==> src/rtl/rom_access_scheduler.sv <==
// Schedules dilation/erosion filter runs and arbitrates the single ROM read
// port between the VGA scanner (owner during active video) and the filter.
module rom_access_scheduler #(
  parameter int ADDR_W = 7,
  parameter int DATA_W = 64,
  parameter int CNT_W  = 16
) (
  input  logic              clk,
  input  logic              rst,
  input  logic              mode_en,
  input  logic [1:0]        cfg,
  input  logic [ADDR_W-1:0] vga_addr,
  input  logic              vga_active,
  input  logic              flt_req,
  input  logic [ADDR_W-1:0] flt_addr,
  input  logic              flt_we,
  input  logic              flt_done,
  output logic [ADDR_W-1:0] rom_addr,
  output logic              flt_gnt,
  output logic              flt_start,
  output logic [1:0]        flt_cfg,
  output logic              ram_we,
  output logic              disp_sel_ram,
  output logic              busy,
  output logic [CNT_W-1:0]  run_count,
  output logic [CNT_W-1:0]  stall_count
);

  typedef enum logic [1:0] {
    IDLE       = 2'd0,
    WAIT_BLANK = 2'd1,
    RUN        = 2'd2,
    DONE       = 2'd3
  } state_t;

  state_t             state_q, state_d;
  logic [1:0]         flt_cfg_q, flt_cfg_d;
  logic               start_q, start_d;
  logic               restart_q, restart_d;
  logic               stop_q, stop_d;
  logic [CNT_W-1:0]   run_cnt_q, run_cnt_d;
  logic [CNT_W-1:0]   stall_cnt_q, stall_cnt_d;
  logic               in_run;
  logic               cfg_chg;

  function automatic logic [CNT_W-1:0] sat_inc(input logic [CNT_W-1:0] v);
    if (&v) return v;
    return v + 1'b1;
  endfunction

  // Grant path is purely combinational; rst gating keeps the VGA on the ROM
  // even before the first reset edge has cleared the state register.
  assign in_run   = rst && (state_q == RUN);
  assign flt_gnt  = in_run && flt_req && !vga_active;
  assign ram_we   = in_run && flt_we;
  assign rom_addr = flt_gnt ? flt_addr : vga_addr;
  assign cfg_chg  = (cfg != flt_cfg_q);

  assign flt_start    = start_q;
  assign flt_cfg      = flt_cfg_q;
  assign disp_sel_ram = (state_q == DONE);
  assign busy         = (state_q == WAIT_BLANK) || (state_q == RUN);
  assign run_count    = run_cnt_q;
  assign stall_count  = stall_cnt_q;

  always_comb begin
    state_d     = state_q;
    flt_cfg_d   = flt_cfg_q;
    start_d     = 1'b0;
    restart_d   = restart_q;
    stop_d      = stop_q;
    run_cnt_d   = run_cnt_q;
    stall_cnt_d = stall_cnt_q;
    case (state_q)
      IDLE: begin
        if (mode_en) state_d = WAIT_BLANK;
      end
      WAIT_BLANK: begin
        if (!mode_en) begin
          state_d = IDLE;
        end else if (!vga_active) begin
          state_d   = RUN;
          start_d   = 1'b1;
          flt_cfg_d = cfg;
        end
      end
      RUN: begin
        if (cfg_chg)  restart_d = 1'b1;
        if (!mode_en) stop_d    = 1'b1;
        if (flt_req && vga_active) stall_cnt_d = sat_inc(stall_cnt_q);
        // A mode drop seen at any point in the run wins over a restart.
        if (flt_done) begin
          run_cnt_d = run_cnt_q + 1'b1;
          restart_d = 1'b0;
          stop_d    = 1'b0;
          if (stop_q || !mode_en)        state_d = IDLE;
          else if (restart_q || cfg_chg) state_d = WAIT_BLANK;
          else                           state_d = DONE;
        end
      end
      DONE: begin
        if (!mode_en)     state_d = IDLE;
        else if (cfg_chg) state_d = WAIT_BLANK;
      end
      default: state_d = IDLE;
    endcase
  end

  always_ff @(posedge clk) begin
    if (!rst) begin
      state_q     <= IDLE;
      flt_cfg_q   <= 2'b00;
      start_q     <= 1'b0;
      restart_q   <= 1'b0;
      stop_q      <= 1'b0;
      run_cnt_q   <= '0;
      stall_cnt_q <= '0;
    end else begin
      state_q     <= state_d;
      flt_cfg_q   <= flt_cfg_d;
      start_q     <= start_d;
      restart_q   <= restart_d;
      stop_q      <= stop_d;
      run_cnt_q   <= run_cnt_d;
      stall_cnt_q <= stall_cnt_d;
    end
  end

endmodule

==> config.mk <==
export PLATFORM = sky130hd
export DESIGN_NAME = rom_access_scheduler
export DESIGN_NICKNAME = d
export VERILOG_FILES = /design/src/rtl/rom_access_scheduler.sv
export SDC_FILE = /design/constraint.sdc
export NUM_CORES = 1
export LEC_CHECK = 0
export ABC_AREA = 1
export CORE_UTILIZATION = 45
export DETAILED_ROUTE_END_ITERATION = 10
export PLACE_DENSITY = 0.88
export SLEW_MARGIN = 20
export SYNTH_ARGS = -nofsm -noshare
export SYNTH_HDL_FRONTEND = slang
export SYNTH_SLANG_ARGS = --single-unit
==> constraint.sdc <==
create_clock -name clk -period 2 [get_ports clk]
set_input_delay 0.3 -clock clk [delete_from_list [all_inputs] [get_ports clk]]
set_output_delay 0.3 -clock clk [all_outputs]
set_load 0.01 [all_outputs]
==> results.txt <==
outcome = complete, no violations
Post-Synth Adder-Cell Area = 3.72%
Layout area overhead = 39.2%
WL/cell = 12.2 µm
DRC violations left = 0
Die Y-Extent = 74.3 µm
Max Slew Vio Count = 0
# fillers = 433
Final Cell Area = 3280 µm²
layout cells sized above 1 = 11.0%
hold_ws = 0.483 ns
WP buf/inv = 5
Power Dens Cells = 514 nW/µm²
DP Cell Count = 503
vias per inst = 4.95
Final Routed Wirelength = 6270 µm
final period utilization = 95.2%
Nets = 475
critical path's top delay family = buffers and inverters
cell mode on critical path = nand2_1
Register Area = 783 µm²
CTS Hold Bufs = 0
Placed Area = 3120 µm²
Initial DRT Pass Iterations = 4
Worst-Margin Slew = 0.803 ns
Max Fclk = 0.525 GHz
buffers added on ports = 68
Pwr Total = 1.68 mW
clk buf depth = 2
CP endpoint kind = output pin
die width = 74.3 µm
hpwl dp = 4520 µm
post-synth top area share = 33.2%
Rows = 25
post-layout util = 67.1%
pre-CTS WS = -0.198 ns
largest net degree at the start of global routing = 21
Clock Skew = 0.00920 ns
initial antenna violation count = 0
Synth Cell Area = 2350 µm²
Post-synth ARST share = 0%
GRT Util Overall = 24.1%
TritonCTS Buffers = 5
max_slew headroom = 46.4%
Worst VDD drop = 0.448 mV
ANT cells = 0
largest family of logic cells by synthesized area = simple AND/OR/NAND/NOR gates
Yosys warnings = 0
Non-Filler Instances = 513
Hold Path Class = flip-flop to flip-flop
Final TNS setup = 0 ns
syn_nets = 398
Seq/Total Area, Yosys = 33.2%
Synth Area in Compound Gates = 8.72%
first-pass GRT wire length = 10300 µm
Gate Count Post-Synth = 368
routed vias = 2540
CTS tree = done
synth unique cells = 29
CP Max Fanout = 7
vias in the first global route = 2365
final worst path period need = 1.90 ns
crit path DAT = 1.60 ns
Max-cap violations = 0
#FFs+latches synth = 39
fraction of synthesized area in multiplexers = 0%
clk root buf = clkbuf_8
Hold Violations, Final = 0
Synth Area in XOR/XNOR = 1.86%
Initial Util = 48.2%
Startpoint Class = primary input
RSZ-0062 raised after global routing = false
main flop type after synthesis = dfxtp_1
Critical Path RT = 1.70 ns
CP max stage delay = 0.49 ns
crit path max-delay cell type = clkdlybuf4s50_1
Post-synth EDFFs = 0
grt ovf = 0
Core Region = 4880 µm²
area of the multi-input gates = 1340 µm²
post-synth top area cell = dfxtp_1
synth cell count leaders = nand2_1, nor2_1, inv_1
top-count cell post-synth = nand2_1
clk sink count = 39
Crit Path Class = primary input to output pin
simple-gate share of the synthesized area = 41.5%
I/O pins = 69
Final Wtd Congestion = 0.851
later-pin clock latency in the skew report = 0.30 ns
Setup Viol. Count Final = 0
syn avg cell area = 6.40 µm²
Routed Antenna Nets = 0
CP cell instances = clkdlybuf4s50_1 > inv_1 > nor3_4 > buf_6 > inv_2 > nand2_1 > nand2_1 > clkdlybuf4s15_1
Clock Pin Slew Worst Setup and Hold Paths = 0.08 ns
Leak = 1.33 nW
Area contributors post-synth = dfxtp_1, nand2_1, nor2_1
setup ws final = 0.0960 ns
htree depth = 2
Die ar. = 5520 µm²
DRT iter0 DRCs = 181
cells by family after synthesis:
| family | Yosys count |
|---|---|
| compound gates | 37 |
| xor+xnor | 5 |
| fa+ha+maj | 7 |
| buf+inv | 62 |
| flops | 39 |
| simple gates | 218 |
layout make-up:
class | count | area share (%)
flip-flops and latches | 39 | 23.9
repair buffers | 78 | 23.0
inverters | 54 | 6.26
clock inverters | 3 | 1.45
multi-input cells | 267 | 40.8
well taps | 67 | 2.56
clock buffers | 5 | 2.10
flip-flops by register name, summed over array words and instances, names as in the netlist:
register     count
stall_count     16
flt_start        1
state_q          2
flt_cfg          2
restart_q        1
run_count       16
stop_q           1
final timing paths:
kind         cells past startpoint  slack [ns]                         end                    start
max reg2reg                     10        0.21  run_count[12]$_SDFFE_PN0P_  state_q[0]$_SDFFE_PN0P_
max                              8         0.1                 rom_addr[2]                  flt_req
min                              2        0.48         stop_q$_SDFFE_PN0P_      stop_q$_SDFFE_PN0P_
min reg2reg                      2        0.48         stop_q$_SDFFE_PN0P_      stop_q$_SDFFE_PN0P_
power breakdown:
| part | total [mW] | switching (mW) | internal (mW) |
|---|---|---|---|
| Sequential | 0.793 | 0.00771 | 0.785 |
| Combinational | 0.187 | 0.0895 | 0.0976 |
| Clock | 0.703 | 0.325 | 0.379 |
what timing repair did:
action,4_1_cts,5_1_grt
resized for setup,21,10
endpoints found under the setup margin,9,8
cloned,1,0
pin swaps,1,1
setup buffers,1,0
layer usage:
metal | share of wire [%] | up-vias | global-route usage [%] | wire (µm)
li1 | - | 1311 | - | -
met1 | 44 | 1127 | 29.9 | 2760
met2 | 49 | 90 | 41.3 | 3060
met3 | 5.4 | 12 | 4.07 | 341
met4 | 1.7 | 0 | 10.1 | 107
met5 | 0 | - | 0 | 0
cells in the final DEF (no fill, tap or decap), types with 4 or more instances in the layout:
| master | n |
|---|---|
| nand2_1 | 101 |
| clkdlybuf4s50_1 | 59 |
| nor2_1 | 55 |
| inv_1 | 52 |
| dfxtp_1 | 37 |
| nand3_1 | 26 |
| a21oi_1 | 17 |
| o21ai_0 | 14 |
| nand2_2 | 9 |
| nand4_1 | 9 |
| buf_4 | 9 |
| nor3_1 | 6 |
| ha_1 | 6 |
| clkbuf_8 | 5 |
| clkdlybuf4s15_1 | 4 |
worst reg2reg max path: stages, from the launching register on:
cell     delay (ns)
dfxtp_2        0.34
inv_4          0.07
ha_4           0.13
buf_4          0.14
nand2_2        0.09
inv_1          0.12
nand3_1        0.13
nor2_1         0.26
nand3_1        0.16
o21ai_0        0.18
nor2_1         0.07
Note: power is estimated with default switching activity, not from simulation.
